$ cat src/rtl/card_draw_sequencer_if.sv
`default_nettype none
// ============================================================================
//  Module      : card_draw_sequencer_if
//  Description : Signal bundle between the card draw sequencer, the
//                player/dealer game FSMs and the shared counter datapath.
//                master = sequencer side, slave = surrounding logic.
//  Ports       : i_Tick2K, i_ReqPlayer, i_ReqDealer, i_Count, i_TwoSec
//                (into the sequencer); o_CntSeed, o_CntClear, o_CntAct,
//                o_GntPlayer, o_GntDealer, o_Card, o_Busy, o_Fault (out of it).
//  Revision    : 1.0  initial release
// ============================================================================
interface card_draw_sequencer_if #(
    parameter int WIDTH = 12
);
    logic             i_Tick2K;
    logic             i_ReqPlayer;
    logic             i_ReqDealer;
    logic [WIDTH-1:0] i_Count;
    logic             i_TwoSec;
    logic             o_CntSeed;
    logic             o_CntClear;
    logic             o_CntAct;
    logic             o_GntPlayer;
    logic             o_GntDealer;
    logic [3:0]       o_Card;
    logic             o_Busy;
    logic             o_Fault;

    modport master (
        input  i_Tick2K, i_ReqPlayer, i_ReqDealer, i_Count, i_TwoSec,
        output o_CntSeed, o_CntClear, o_CntAct, o_GntPlayer, o_GntDealer,
               o_Card, o_Busy, o_Fault
    );

    modport slave (
        output i_Tick2K, i_ReqPlayer, i_ReqDealer, i_Count, i_TwoSec,
        input  o_CntSeed, o_CntClear, o_CntAct, o_GntPlayer, o_GntDealer,
               o_Card, o_Busy, o_Fault
    );
endinterface
`default_nettype wire

$ cat src/rtl/card_draw_sequencer.sv
`default_nettype none
// ============================================================================
//  Module      : card_draw_sequencer
//  Description : Owns the shared game counter. Free-runs it as an entropy
//                source while idle; on a player/dealer draw request samples
//                it as a card (1..13), clears it, runs it as a 2 s display
//                timer and then grants the card to the round-robin winner.
//                A tick-based watchdog ends a stuck timer and flags o_Fault.
//  Ports       : clk_50M      - 50 MHz system clock
//                i_RstCounter - asynchronous active-high reset
//                bus          - card_draw_sequencer_if.master bundle
//  Revision    : 1.0  initial release
// ============================================================================
module card_draw_sequencer #(
    parameter int WIDTH   = 12,
    parameter int TIMEOUT = 4200
) (
    input  wire logic             clk_50M,
    input  wire logic             i_RstCounter,
    card_draw_sequencer_if.master bus
);

    localparam int C_WD_W = $clog2(TIMEOUT + 1);

    localparam logic [2:0] S_IDLE    = 3'd0;
    localparam logic [2:0] S_CAPTURE = 3'd1;
    localparam logic [2:0] S_CLEAR   = 3'd2;
    localparam logic [2:0] S_HOLD    = 3'd3;
    localparam logic [2:0] S_DONE    = 3'd4;

    logic [2:0]        r_state;
    logic [2:0]        w_state_nxt;
    // Last-served requester doubles as the owner of the draw in flight.
    logic              r_last_dealer;
    logic [3:0]        r_card;
    logic [C_WD_W-1:0] r_wdog;
    logic              r_fault;

    logic              w_any_req;
    logic              w_pick_dealer;
    logic [C_WD_W-1:0] w_wdog_inc;
    logic              w_wd_expire;
    logic [3:0]        w_card;

    assign w_any_req = bus.i_ReqPlayer | bus.i_ReqDealer;
    // Dealer wins when alone, or on a tie when the player was served last.
    assign w_pick_dealer = bus.i_ReqDealer & (~bus.i_ReqPlayer | ~r_last_dealer);

    // Remainder is < 13, so truncating to 4 bits is lossless.
    assign w_card = 4'(bus.i_Count % WIDTH'(13)) + 4'd1;

    assign w_wdog_inc = r_wdog + C_WD_W'(1);
    // i_TwoSec wins over a coincident final tick, so no fault in that case.
    assign w_wd_expire = (r_state == S_HOLD) && !bus.i_TwoSec && bus.i_Tick2K
                         && (w_wdog_inc == C_WD_W'(TIMEOUT));

    always_comb begin
        w_state_nxt = r_state;
        case (r_state)
            S_IDLE:    if (w_any_req) w_state_nxt = S_CAPTURE;
            S_CAPTURE: w_state_nxt = S_CLEAR;
            S_CLEAR:   w_state_nxt = S_HOLD;
            S_HOLD:    if (bus.i_TwoSec || w_wd_expire) w_state_nxt = S_DONE;
            S_DONE:    w_state_nxt = S_IDLE;
            default:   w_state_nxt = S_IDLE;
        endcase
    end

    always_ff @(posedge clk_50M or posedge i_RstCounter) begin
        if (i_RstCounter) begin
            r_state       <= S_IDLE;
            r_last_dealer <= 1'b1;
            r_card        <= 4'd0;
            r_wdog        <= '0;
            r_fault       <= 1'b0;
        end else begin
            r_state <= w_state_nxt;
            if (r_state == S_IDLE && w_any_req) begin
                r_last_dealer <= w_pick_dealer;
            end
            if (r_state == S_CAPTURE) begin
                r_card <= w_card;
            end
            if (r_state == S_CLEAR) begin
                r_wdog <= '0;
            end else if (r_state == S_HOLD && bus.i_Tick2K && !bus.i_TwoSec) begin
                r_wdog <= w_wdog_inc;
            end
            if (w_wd_expire) begin
                r_fault <= 1'b1;
            end
        end
    end

    // Counter mode controls are pure state decodes, hence mutually exclusive.
    assign bus.o_CntSeed   = (r_state == S_IDLE);
    assign bus.o_CntClear  = (r_state == S_CLEAR) || (r_state == S_DONE);
    assign bus.o_CntAct    = (r_state == S_HOLD);
    assign bus.o_GntPlayer = (r_state == S_DONE) && !r_last_dealer;
    assign bus.o_GntDealer = (r_state == S_DONE) &&  r_last_dealer;
    assign bus.o_Card      = r_card;
    assign bus.o_Busy      = (r_state != S_IDLE);
    assign bus.o_Fault     = r_fault;

endmodule
`default_nettype wire

$ cat src/flat_wrapper.sv
// flat-port wrapper written by rule: the top's interface ports become plain ports
module card_draw_sequencer_flat 
#(
    parameter int WIDTH   = 12,
    parameter int TIMEOUT = 4200
)
  (clk_50M, i_RstCounter, bus_i_Tick2K, bus_i_ReqPlayer, bus_i_ReqDealer, bus_i_Count, bus_i_TwoSec, bus_o_CntSeed, bus_o_CntClear, bus_o_CntAct, bus_o_GntPlayer, bus_o_GntDealer, bus_o_Card, bus_o_Busy, bus_o_Fault);
  card_draw_sequencer_if #(.WIDTH(WIDTH)) bus_i ();
  input  wire logic clk_50M;
  input  wire logic i_RstCounter;
  input wire logic [$bits(bus_i.i_Tick2K)-1:0] bus_i_Tick2K;
  input wire logic [$bits(bus_i.i_ReqPlayer)-1:0] bus_i_ReqPlayer;
  input wire logic [$bits(bus_i.i_ReqDealer)-1:0] bus_i_ReqDealer;
  input wire logic [$bits(bus_i.i_Count)-1:0] bus_i_Count;
  input wire logic [$bits(bus_i.i_TwoSec)-1:0] bus_i_TwoSec;
  output wire logic [$bits(bus_i.o_CntSeed)-1:0] bus_o_CntSeed;
  output wire logic [$bits(bus_i.o_CntClear)-1:0] bus_o_CntClear;
  output wire logic [$bits(bus_i.o_CntAct)-1:0] bus_o_CntAct;
  output wire logic [$bits(bus_i.o_GntPlayer)-1:0] bus_o_GntPlayer;
  output wire logic [$bits(bus_i.o_GntDealer)-1:0] bus_o_GntDealer;
  output wire logic [$bits(bus_i.o_Card)-1:0] bus_o_Card;
  output wire logic [$bits(bus_i.o_Busy)-1:0] bus_o_Busy;
  output wire logic [$bits(bus_i.o_Fault)-1:0] bus_o_Fault;
  assign bus_i.i_Tick2K = bus_i_Tick2K;
  assign bus_i.i_ReqPlayer = bus_i_ReqPlayer;
  assign bus_i.i_ReqDealer = bus_i_ReqDealer;
  assign bus_i.i_Count = bus_i_Count;
  assign bus_i.i_TwoSec = bus_i_TwoSec;
  assign bus_o_CntSeed = bus_i.o_CntSeed;
  assign bus_o_CntClear = bus_i.o_CntClear;
  assign bus_o_CntAct = bus_i.o_CntAct;
  assign bus_o_GntPlayer = bus_i.o_GntPlayer;
  assign bus_o_GntDealer = bus_i.o_GntDealer;
  assign bus_o_Card = bus_i.o_Card;
  assign bus_o_Busy = bus_i.o_Busy;
  assign bus_o_Fault = bus_i.o_Fault;
  card_draw_sequencer #(.WIDTH(WIDTH), .TIMEOUT(TIMEOUT)) u_core (.clk_50M(clk_50M), .i_RstCounter(i_RstCounter), .bus(bus_i));
endmodule
$ cat config.mk
export PLATFORM = sky130hd
export DESIGN_NAME = card_draw_sequencer_flat
export DESIGN_NICKNAME = d
export VERILOG_FILES = /design/src/rtl/card_draw_sequencer_if.sv /design/src/rtl/card_draw_sequencer.sv /design/src/flat_wrapper.sv
export SDC_FILE = /design/constraint.sdc
export NUM_CORES = 1
export LEC_CHECK = 0
export ABC_AREA = 1
export CAP_MARGIN = 30
export CORE_UTILIZATION = 45
export CTS_CLUSTER_SIZE = 12
export DETAILED_ROUTE_END_ITERATION = 12
export PLACE_DENSITY = 0.76
export SKIP_CTS_REPAIR_TIMING = 1
export SYNTH_ARGS = -nofsm -noshare
export SYNTH_HDL_FRONTEND = slang
export SYNTH_SLANG_ARGS = --single-unit
$ cat constraint.sdc
create_clock -name clk_50M -period 3 [get_ports clk_50M]
set_clock_uncertainty 0.15 [all_clocks]
set_input_delay 0.45 -clock clk_50M [delete_from_list [all_inputs] [get_ports clk_50M]]
set_output_delay 0.45 -clock clk_50M [all_outputs]
set_load 0.02 [all_outputs]
==> qor.yml <==
start_util_pct: 47.3
grt_pass1_vias: 2268
remaining_drc_errors: 0
hp-class: "reg2reg"
cts_inserted_buffers: 3
drive_above_1_share_pct: 42.7
fin_cells: 489
crit_required_ps: 3000
wl_per_cell_um: 12.9
grt_max_degree: 23
grtUsageMet2_pct: 39.4
synth_cells: 343
dp_cells: 473
area_growth_pct: 57.0
grt_use_met1_pct: 23.8
period_minus_slack_ps: 5070
dieWidth_um: 72.7
cts_root_buffer: "clkbuf_8"
worstHoldEndpoint: "u_core.bus.o_Fault$_DFFE_PP0P_"
clk_pin_slew_ps: 80
r2r_setup_slack_ps: 390
syn_nets: 366
vias_per_cell: 5.12
worst_r2r_endpoint: "u_core.r_state[0]$_DFFE_PP0P_"
insertion_delay_ps: 260
rsz0062_at_grt: "true"
outcome: "finished with violations"
min_path_cells: 2
fin_hold_ws_ps: 328
drv_slew: 0
cp-start-kind: "primary input"
synth_cell_type_count: 31
worstSetupEndpointType: "flip-flop"
drtAntennaViolNets: 0
routabilityCongestion: 0.809
crit_path_max_fanout: 6
ys_ff_latch: 22
std_cell_rows: 25
cp_slowest_stage_delay_ps: 210
nets: 446
startpoint: "bus_i_Count[9]"
met3_usage_pct: 1.93
die_y_um: 72.7
routed_wl_um: 6290
vias: 2504
r2r-start: "u_core.r_wdog[0]$_DFFE_PP0P_"
dieArea_um2: 5290
ys_warn_count: 0
worstHoldStart: "u_core.bus.o_Fault$_DFFE_PP0P_"
clock_path_buffers: 2
final-setup-viol-count: 4
numClockSinks: 22
violations: "negative setup slack"
worstPathArrival_ps: 5070
synth_area_um2: 2250
top_usage_layer: "met2"
syn_avg_cell_area_um2: 6.56
timing.final.hold_violations: 0
antenna_found_initial: 0
num_io_pins: 29
worst_pin_slew_ps: 864
io_buffers: 28
core_area_um2: 4750
dp_hpwl_um: 4090
fin_setup_tns_ps: -8040
grt_remaining_overflow: 0
worst-setup-path-type: "in2reg"
cp_common_cell: "nand2_4"
cp_slowest_cell: "o21ai_4"
fin_ws_ps: -2070
fmax_ghz: 0.197
yosysSeqAreaShare_pct: 24.5
reg2regPathDepth: 12
slew_headroom_pct: 42.4
h-tree-depth: 1
grt_usage_pct: 20.1
drtPass1Iterations: 4
drv_cap: 0
num_antenna_cells: 0
grt_pass1_wl_um: 8850
min_period_over_period_pct: 169
drtIter0Drc: 115
tritoncts: "done"
## area by class of cell
class / instances / area [um2]
Multi-Input combinational cell: 261 / 1940
Sequential cell: 22 / 552
Timing Repair Buffer: 76 / 653
Inverter: 59 / 253
Fill cell: 343 / 1220
Clock buffer: 4 / 55.1
Tap cell: 67 / 83.8
## sequential cells by signal, indices dropped and copies added, names as in the netlist
signal,cells
u_core.r_wdog,13
u_core.r_last_dealer,1
u_core.bus.o_Fault,1
u_core.bus.o_Card,4
u_core.r_state,3
## layer usage
| metal | vias to the layer above | share of wire [%] |
|---|---|---|
| met5 | - | 0 |
| met4 | 0 | 3.0 |
| met3 | 16 | 2.4 |
| met2 | 54 | 55 |
| met1 | 1184 | 40 |
| li1 | 1250 | - |
## through the flow
stage | worst slack (ps) | utilization (%) | cell area [um2]
final | -2070 | 74.3 | 3530
after floorplan | -1460 | - | 2350
after global routing | -2320 | 74.3 | 3530
after global placement | -2330 | 63.1 | 3000
after detailed placement | -2550 | 63.1 | 3000
after CTS | -2290 | 64.2 | 3050
## worst max-delay path by stage
stage / end / cells after the start
6_report: u_core.bus.o_Card[2]$_DFFE_PP0P_ / 50
5_1_grt: u_core.bus.o_Card[2]$_DFFE_PP0P_ / 50
4_1_cts: u_core.bus.o_Card[2]$_DFFE_PP0P_ / 50
3_5_place_dp: u_core.bus.o_Card[2]$_DFFE_PP0P_ / 50
3_3_place_gp: u_core.bus.o_Card[1]$_DFFE_PP0P_ / 48
2_1_floorplan: u_core.bus.o_Card[2]$_DFFE_PP0P_ / 47
## placed cells by master (no fill, tap or decap), types with 2 or more instances in the layout
cell type / n
a21oi_1: 2
buf_4: 44
buf_6: 4
clkbuf_2: 2
clkbuf_8: 4
clkdlybuf4s50_1: 23
dfrtp_1: 21
ha_1: 3
ha_4: 2
inv_1: 45
inv_2: 10
nand2_1: 54
nand2_2: 37
nand2_4: 29
nand2_8: 4
nand3_1: 25
nand3_2: 14
nand3_4: 5
nand3b_1: 4
nand4_1: 8
nor2_1: 16
nor2_2: 3
nor2_4: 5
nor3_1: 4
o21ai_0: 7
o21ai_1: 2
o21ai_2: 2
o21ai_4: 2
o22ai_1: 8
xor2_1: 13
xor2_2: 4
## worst max-delay path, delay by kind of cell
kind / cells / cell delay, ps
xor+xnor: 1 / 100
buf+inv: 6 / 520
simple gates: 39 / 3390
compound gates: 2 / 300
fa+ha+maj: 2 / 320
## synthesized netlist by cell type, drive strengths merged
master	count	share of area, %
nand2	124	27
inv	59	9.8
nand3	44	11
nor2	24	5.1
dfrtp	21	23
xor2	17	6.6
o21ai	13	3.4
nand4	8	2.2
o22ai	8	2.2
ha	5	2.8
nand3b	4	1.3
nor3	4	0.89
a21oi	2	0.44
a211oi	1	0.33
a31oi	1	0.28
a32o	1	0.44
and3	1	0.28
clkbuf	1	0.17
dfstp	1	1.2
nor4	1	0.28
o2111ai	1	0.67
or4	1	0.33
xnor2	1	0.39
## cell families after synthesis
group                      synth area share, %
adders and majority gates                 2.78
xor gates and xnor gates                  7.00
DFF                                       24.5
buffers and inverters                     10.0
and+or+nand+nor                           47.9
AOI/OAI and AO/OA                         7.78
Power is left out: the tool's default activity adds up to more than one toggle a clock period on the data nets, which glitch-free logic cannot reach.
